**src/rtl/m_demultiplexor1_4_stream.sv**
```systemverilog
// Registered 1-to-4 stream demultiplexor: one-entry output register routed to one of
// four valid/ready channels, with a wrapping delivered-word counter per channel.
module m_demultiplexor1_4_stream #(
  parameter int WIDTH = 32,
  parameter int CNT_W = 8
) (
  input  logic             clk,
  input  logic             rst_n,
  input  logic [WIDTH-1:0] in_data,
  input  logic [1:0]       in_select,
  input  logic             in_valid,
  output logic             in_ready,
  output logic [WIDTH-1:0] out_data,
  output logic [3:0]       out_valid,
  input  logic [3:0]       out_ready,
  output logic [CNT_W-1:0] cnt0,
  output logic [CNT_W-1:0] cnt1,
  output logic [CNT_W-1:0] cnt2,
  output logic [CNT_W-1:0] cnt3,
  output logic             busy
);

  typedef enum logic {
    ST_EMPTY = 1'b0,
    ST_FULL  = 1'b1
  } state_t;

  state_t           state_q, state_d;
  logic [1:0]       sel_q, sel_d;
  logic [WIDTH-1:0] data_q, data_d;
  logic [CNT_W-1:0] cnt_q [4];
  logic [CNT_W-1:0] cnt_d [4];

  logic busy_s;
  logic deliver_s;
  logic accept_s;
  logic in_ready_s;

  // Handshake qualifiers; the output register frees up in the same cycle it delivers.
  always_comb begin
    busy_s     = (state_q == ST_FULL);
    deliver_s  = busy_s & out_ready[sel_q];
    in_ready_s = rst_n & (~busy_s | deliver_s);
    accept_s   = in_valid & in_ready_s;
  end

  // Next-state: load on accept, release on deliver, count each delivery.
  always_comb begin
    state_d = state_q;
    sel_d   = sel_q;
    data_d  = data_q;
    cnt_d   = cnt_q;
    case (state_q)
      ST_EMPTY: begin
        if (accept_s) begin
          state_d = ST_FULL;
          sel_d   = in_select;
          data_d  = in_data;
        end else begin
          state_d = ST_EMPTY;
        end
      end
      ST_FULL: begin
        if (deliver_s) begin
          cnt_d[sel_q] = cnt_q[sel_q] + {{(CNT_W-1){1'b0}}, 1'b1};
          if (accept_s) begin
            state_d = ST_FULL;
            sel_d   = in_select;
            data_d  = in_data;
          end else begin
            state_d = ST_EMPTY;
          end
        end else begin
          state_d = ST_FULL;
        end
      end
      default: begin
        state_d = ST_EMPTY;
      end
    endcase
  end

  // State, held word and counters; an in-flight word is dropped on reset.
  always_ff @(posedge clk or negedge rst_n) begin
    if (!rst_n) begin
      state_q <= ST_EMPTY;
      sel_q   <= 2'd0;
      data_q  <= '0;
      for (int i = 0; i < 4; i++) begin
        cnt_q[i] <= '0;
      end
    end else begin
      state_q <= state_d;
      sel_q   <= sel_d;
      data_q  <= data_d;
      for (int i = 0; i < 4; i++) begin
        cnt_q[i] <= cnt_d[i];
      end
    end
  end

  // One-hot channel valid decoded straight from registered state.
  always_comb begin
    out_valid = 4'b0000;
    if (busy_s) begin
      out_valid[sel_q] = 1'b1;
    end else begin
      out_valid = 4'b0000;
    end
  end

  assign in_ready = in_ready_s;
  assign out_data = data_q;
  assign busy     = busy_s;
  assign cnt0     = cnt_q[0];
  assign cnt1     = cnt_q[1];
  assign cnt2     = cnt_q[2];
  assign cnt3     = cnt_q[3];

endmodule

```
**config.mk**
```make
export PLATFORM = sky130hd
export DESIGN_NAME = m_demultiplexor1_4_stream
export DESIGN_NICKNAME = d
export VERILOG_FILES = /design/src/rtl/m_demultiplexor1_4_stream.sv
export SDC_FILE = /design/constraint.sdc
export NUM_CORES = 1
export LEC_CHECK = 0
export ABC_CLOCK_PERIOD_IN_PS = 2300
export CELL_PAD_IN_SITES_DETAIL_PLACEMENT = 1
export CELL_PAD_IN_SITES_GLOBAL_PLACEMENT = 1
export CORE_MARGIN = 2
export CORE_UTILIZATION = 35
export CTS_BUF_LIST = sky130_fd_sc_hd__clkbuf_4
export CTS_CLUSTER_DIAMETER = 80
export DETAILED_ROUTE_END_ITERATION = 10
export PLACE_DENSITY = 0.78
export SLEW_MARGIN = 20
export SYNTH_ARGS = -nofsm -noshare
export SYNTH_HDL_FRONTEND = slang
export SYNTH_SLANG_ARGS = --single-unit
```
**constraint.sdc**
```tcl
create_clock -name clk -period 2.3 [get_ports clk]
set_clock_uncertainty 0.05 [all_clocks]
set_input_delay 0.46 -clock clk [delete_from_list [all_inputs] [get_ports clk]]
set_output_delay 0.46 -clock clk [all_outputs]
set_load 0.02 [all_outputs]
```
Word-level counts from Yosys, hierarchy flattened
Cells that the tools add are included.
{"block": "totals", "elab_cells": 42, "register_bits": 67, "out_inout_bits": 70, "input_bits": 41}
{"block": "classes", "n_lt_le_gt_ge": 4, "addsub": 1, "bitwise_logic": 6, "mux": 20, "n_eq_ne": 1, "n_reduce_logical": 3}
{"operator": "32-bit two-way mux", "count": 2}
{"operator": "32-bit one-hot mux with 2 select lines", "count": 1}
{"operator": "32-bit bitwise mux", "count": 1}
{"operator": "8-bit two-way mux", "count": 3}
{"operator": "8-bit binary-select mux with 2-bit select", "count": 1}
{"operator": "8-bit demux with 2-bit select", "count": 1}
{"operator": "8-bit by 1-bit adder with 8-bit output, second input constant", "count": 1}
{"operator": "1-bit two-way mux", "count": 4}
{"operator": "2-bit two-way mux", "count": 2}
{"operator": "4-bit two-way mux", "count": 1}
{"operator": "2-bit one-hot mux with 2 select lines", "count": 1}
{"operator": "1-bit AND", "count": 3}
{"operator": "3-bit >= comparator, second input constant", "count": 1}
{"operator": "2-bit by 3-bit less-than comparator with 1-bit output, second input constant", "count": 1}
{"operator": "3-bit by 1-bit less-than comparator with 1-bit output, second input constant", "count": 1}
{"operator": "2-bit inverter with 3-bit output", "count": 1}
{"operator": "1-bit binary-select mux with 2-bit select", "count": 1}
{"operator": "1-bit demux with 2-bit select", "count": 1}
{"operator": "2-bit by 1-bit >= comparator with 1-bit output, second input constant", "count": 1}
{"operator": "1-bit logical AND", "count": 2}
{"operator": "2-bit by 1-bit != test with 1-bit output, second input constant", "count": 1}
{"operator": "1-bit one-hot mux with 2 select lines", "count": 1}
{"operator": "2-bit AND reduction", "count": 1}
{"operator": "1-bit inverter", "count": 1}
{"operator": "1-bit OR", "count": 1}

Depth between registers and ports, before layout
{"block": "depth", "ltp_word": 9, "depth_mapped": 7}

Least setup slack after synthesis
OpenSTA, ideal clock, no wires.
{"block": "synth_path", "kind": "register to register", "start": "register sel_q[1]", "end": "register cnt_q (netlist bit cnt0[7])", "path_slack_ns": 0.168, "arrival_ns": 2.013, "stages_incl_launch_ff": 7, "synth_period_minus_slack_ns": 2.132, "setup_time_ns": 0.069, "cell_sequence": "dfrtp_1 clkbuf_2 buf_2 nor3b_1 nand2_1 or4_1 nand3_1"}
{"block": "synth_between", "elab_chain_cells": 6}
{"item": "from (decl)", "line_no": "29", "source": "logic [1:0] sel_q, sel_d;"}
{"item": "from (signal assigned)", "line_no": "94", "source": "sel_q <= sel_d;"}
{"item": "2-bit inverter with 3-bit output (not written as such)", "line_no": "65", "source": "cnt_d[sel_q] = cnt_q[sel_q] + {{(CNT_W-1){1'b0}}, 1'b1};"}
{"item": "8-bit binary-select mux with 2-bit select, or another cell as far along", "line_no": "65"}
{"item": "8-bit two-way mux (not written as such) or 1-bit logical AND (tied branches)", "line_no": "65"}
{"item": "8-bit two-way mux (not written as such)", "line_no": "65"}
{"item": "8-bit by 1-bit adder with 8-bit output or 8-bit demux with 2-bit select (tied branches)", "line_no": "65"}
{"item": "32-bit bitwise mux", "line_no": "65"}
{"item": "to (signal, indexed assignment)", "line_no": "97", "source": "cnt_q[i] <= cnt_d[i];"}
{"item": "to (decl)", "line_no": "31", "source": "logic [CNT_W-1:0] cnt_q [4];"}
Parallel ways exist; a longest one is shown, timed or not. The select of a mux whose other input is x is not followed.
A chain may end at the register's enable or synchronous reset.

Final worst setup path
{"block": "layout_path", "start": "input out_ready[2]", "end": "output in_ready"}
{"block": "layout_between", "elab_chain_cells": 5}
{"item": "from (decl)", "line_no": "15", "source": "input logic [3:0] out_ready,"}
{"item": "1-bit binary-select mux with 2-bit select", "line_no": "42", "source": "deliver_s = busy_s & out_ready[sel_q];"}
{"item": "1-bit two-way mux (not written as such)", "line_no": "42"}
{"item": "1-bit AND", "line_no": "42"}
{"item": "1-bit OR", "line_no": "43", "source": "in_ready_s = rst_n & (~busy_s | deliver_s);"}
{"item": "1-bit AND", "line_no": "43"}
{"item": "to (decl)", "line_no": "12", "source": "output logic in_ready,"}
Every way passes these cells. The select of a mux whose other input is x is not followed.

==> impl_metrics.json <==
{
  "dr.pass1.iters": 4,
  "hold_class": "in2async",
  "rsz0062_at_grt": "yes",
  "cp.required_ps": 1790,
  "ant_nets": 0,
  "cts_hold_buffers": 0,
  "grt_first_pass_wirelength_um": 12850,
  "ys_seq_elements": 67,
  "drc": 0,
  "violations": "setup timing",
  "setup_ws_ps": -57.21,
  "arrival_ps": 1850,
  "nets": 395,
  "syn-num-nets": 271,
  "critPathTopFamily": "buffers and inverters",
  "via_count": 2306,
  "tritoncts": "built",
  "postSynthCellCount": 229,
  "stdcell_area_mm2": 0.004344,
  "antenna_found_initial": 0,
  "synth.avg_cell_area_um2": 12.92,
  "syn_to_final_growth_pct": 46.87,
  "drtIter0Drc": 102,
  "placed_cells": 446,
  "whs_ps": 309.4,
  "utilization_pct": 52.87,
  "design.core.area_mm2": 0.008217,
  "critPathBufInv": 2,
  "gp_congestion": 0.7424,
  "path_max_fanout": 2,
  "fp-row-count": 33,
  "overflow": 0,
  "hold_viol": 0,
  "vias_per_cell": 5.002,
  "path_class": "in2out",
  "cp_slowest_stage_delay_ps": 520,
  "ys_seq_area_share_pct": 56.68,
  "worstSkewPairLatency_ps": 400,
  "finalSetupViolations": 1,
  "place_area_mm2": 0.004238,
  "path_cells": "clkdlybuf4s50_1 > mux4_2 > nand2b_4 > and2_4 > buf_6",
  "min_period_ps": 2357,
  "worst_pin_slew_ps": 857.4,
  "irDropWorstVdd_v": 0.0004154,
  "die-area_mm2": 0.009203,
  "grt_start_max_net_pins": 68,
  "cellPowerDensity_mw_per_mm2": 1060,
  "start_kind": "input pin",
  "clk_pin_slew_worst_paths_ps": 110,
  "grtUsageTotal_pct": 18.73,
  "maxCapViolCount": 0,
  "drt-total-wl_um": 8109,
  "antenna_cells": 0,
  "p_leak_nw": 1.857,
  "max_freq_mhz": 424.2,
  "yosys_warnings": 0,
  "drive_above_1_share_pct": 21.63,
  "die_w_um": 95.93,
  "synth_cell_types": 31,
  "numCtsBuffers": 9,
  "finalMaxSlewViolations": 0,
  "finalNonFillerCells": 461,
  "multi_input_area_mm2": 0.001182,
  "final_cell_mix": "clkdlybuf4s50_1 (102), dfrtp_1 (67), nand2_1 (35), mux2_2 (35), o21ai_0 (18)",
  "cts_root_buf": "clkbuf_4",
  "fp.dieH_um": 95.93,
  "clock_path_buffers": 2,
  "h-tree-depth": 3,
  "io_pins": 111,
  "p_total_mw": 4.606,
  "fill_cells": 869,
  "end_kind": "primary output",
  "status": "finished, violations left",
  "place_hpwl_um": 5937,
  "start_util_pct": 36.00,
  "cts_sinks": 67,
  "netlist_area_mm2": 0.002958,
  "cp_slowest_cell": "mux4_2",
  "final_common_cell": "clkdlybuf4s50_1",
  "grt_pass1_vias": 2596,
  "min_period_over_period_pct": 102.5,
  "slew-limit-headroom_pct": 42.84,
  "wl_per_cell_um": 17.59,
  "portBuffers": 110,
  "area.sequential_mm2": 0.001677
}
-- cell type report --
cell class	count	share of cell area, %
timing repair buffer	126	28.80
sequential	67	38.59
tap	105	3.024
clock inverter	4	0.4608
multi-input combinational	147	27.22
inverter	2	0.1728
clock buffer	10	1.728
-- cell families after synthesis --
family                     share of synthesized area (%)
xor gates and xnor gates                          0.8885
AOI/OAI and AO/OA                                  5.795
adders and majority gates                         0.4229
buffers and inverters                              3.553
and+or+nand+nor                                    11.97
DFF                                                56.68
muxes                                              20.69
-- path summary, 6_finish.rpt --
kind	from	endpoint	slack, ps	cells after the start
worst max-delay path	out_ready[2]	in_ready	-60	5
worst min-delay path	rst_n	cnt2[4]$_DFFE_PN0P_	310	2
worst max register to register	sel_q[0]$_DFFE_PN0P_	out_data[4]$_DFFE_PN0P_	80	7
worst min register to register	out_data[30]$_DFFE_PN0P_	out_data[30]$_DFFE_PN0P_	460	1
max in group asynchronous	rst_n	cnt1[4]$_DFFE_PN0P_	1330	2
min in group clk	out_data[30]$_DFFE_PN0P_	out_data[30]$_DFFE_PN0P_	460	1
-- cells in the mapped netlist, drive strengths merged --
| cell type | count | area, µm² |
|---|---|---|
| dfrtp | 67 | 1677 |
| mux2 | 35 | 394.1 |
| nand2 | 35 | 131.4 |
| o21ai | 18 | 90.09 |
| mux4 | 9 | 217.7 |
| nand3 | 9 | 50.05 |
| nor2 | 9 | 33.78 |
| a31oi | 8 | 50.05 |
| clkbuf | 7 | 27.52 |
| buf | 6 | 70.06 |
| and2 | 4 | 25.02 |
| or4 | 4 | 30.03 |
| o211ai | 3 | 22.52 |
| inv | 2 | 7.510 |
| or3 | 2 | 17.52 |
| xor2 | 2 | 17.52 |
| and3 | 1 | 6.260 |
| and3b | 1 | 8.760 |
| ha | 1 | 12.51 |
| nand2b | 1 | 13.76 |
| nand4 | 1 | 21.27 |
| nand4b | 1 | 8.760 |
| nor3b | 1 | 7.510 |
| o2111ai | 1 | 8.760 |
| xnor2 | 1 | 8.760 |
-- routing by layer --
| layer | GRT usage, % | routed length (µm) | share of wire (%) |
|---|---|---|---|
| met5 | 0 | 0 | 0 |
| met4 | 7.143 | 110 | 1.4 |
| met3 | 6.030 | 530 | 6.5 |
| met2 | 29.84 | 3987 | 49 |
| met1 | 23.85 | 3481 | 43 |
-- power breakdown --
part / internal [mW] / switching [mW]
Clock: 0.214 / 0.398
Combinational: 1.12 / 1.11
Sequential: 1.52 / 0.243
Total: 2.86 / 1.75
-- stage by stage --
stage	worst slack (ps)	setup TNS (ps)
6_report	-57.21	-57.21
5_1_grt	-72.87	-118.2
4_1_cts	-44.39	-44.39
3_5_place_dp	-530.4	-9548
3_3_place_gp	-542.1	-9401
2_1_floorplan	168.2	0
-- registers in the layout, indices dropped and copies added, names as in the netlist --
name / cells
cnt0: 8
busy: 1
out_data: 32
sel_q: 2
cnt3: 8
cnt1: 8
cnt2: 8
-- worst register-to-register path: stages (launching register included) --
cell and delay [ps]:
dfrtp_1 430, mux4_2 560, nand2b_4 170, buf_4 130
buf_4 130, nand3_2 120, buf_12 180, mux2_2 350
-- timing repair --
item	4_1_cts	5_1_grt
setup endpoints to repair	5	4
resized for setup	15	1
setup buffers	0	1
gates cloned	0	0
pin swaps	1	0
Power figures use the tool's default switching activity.
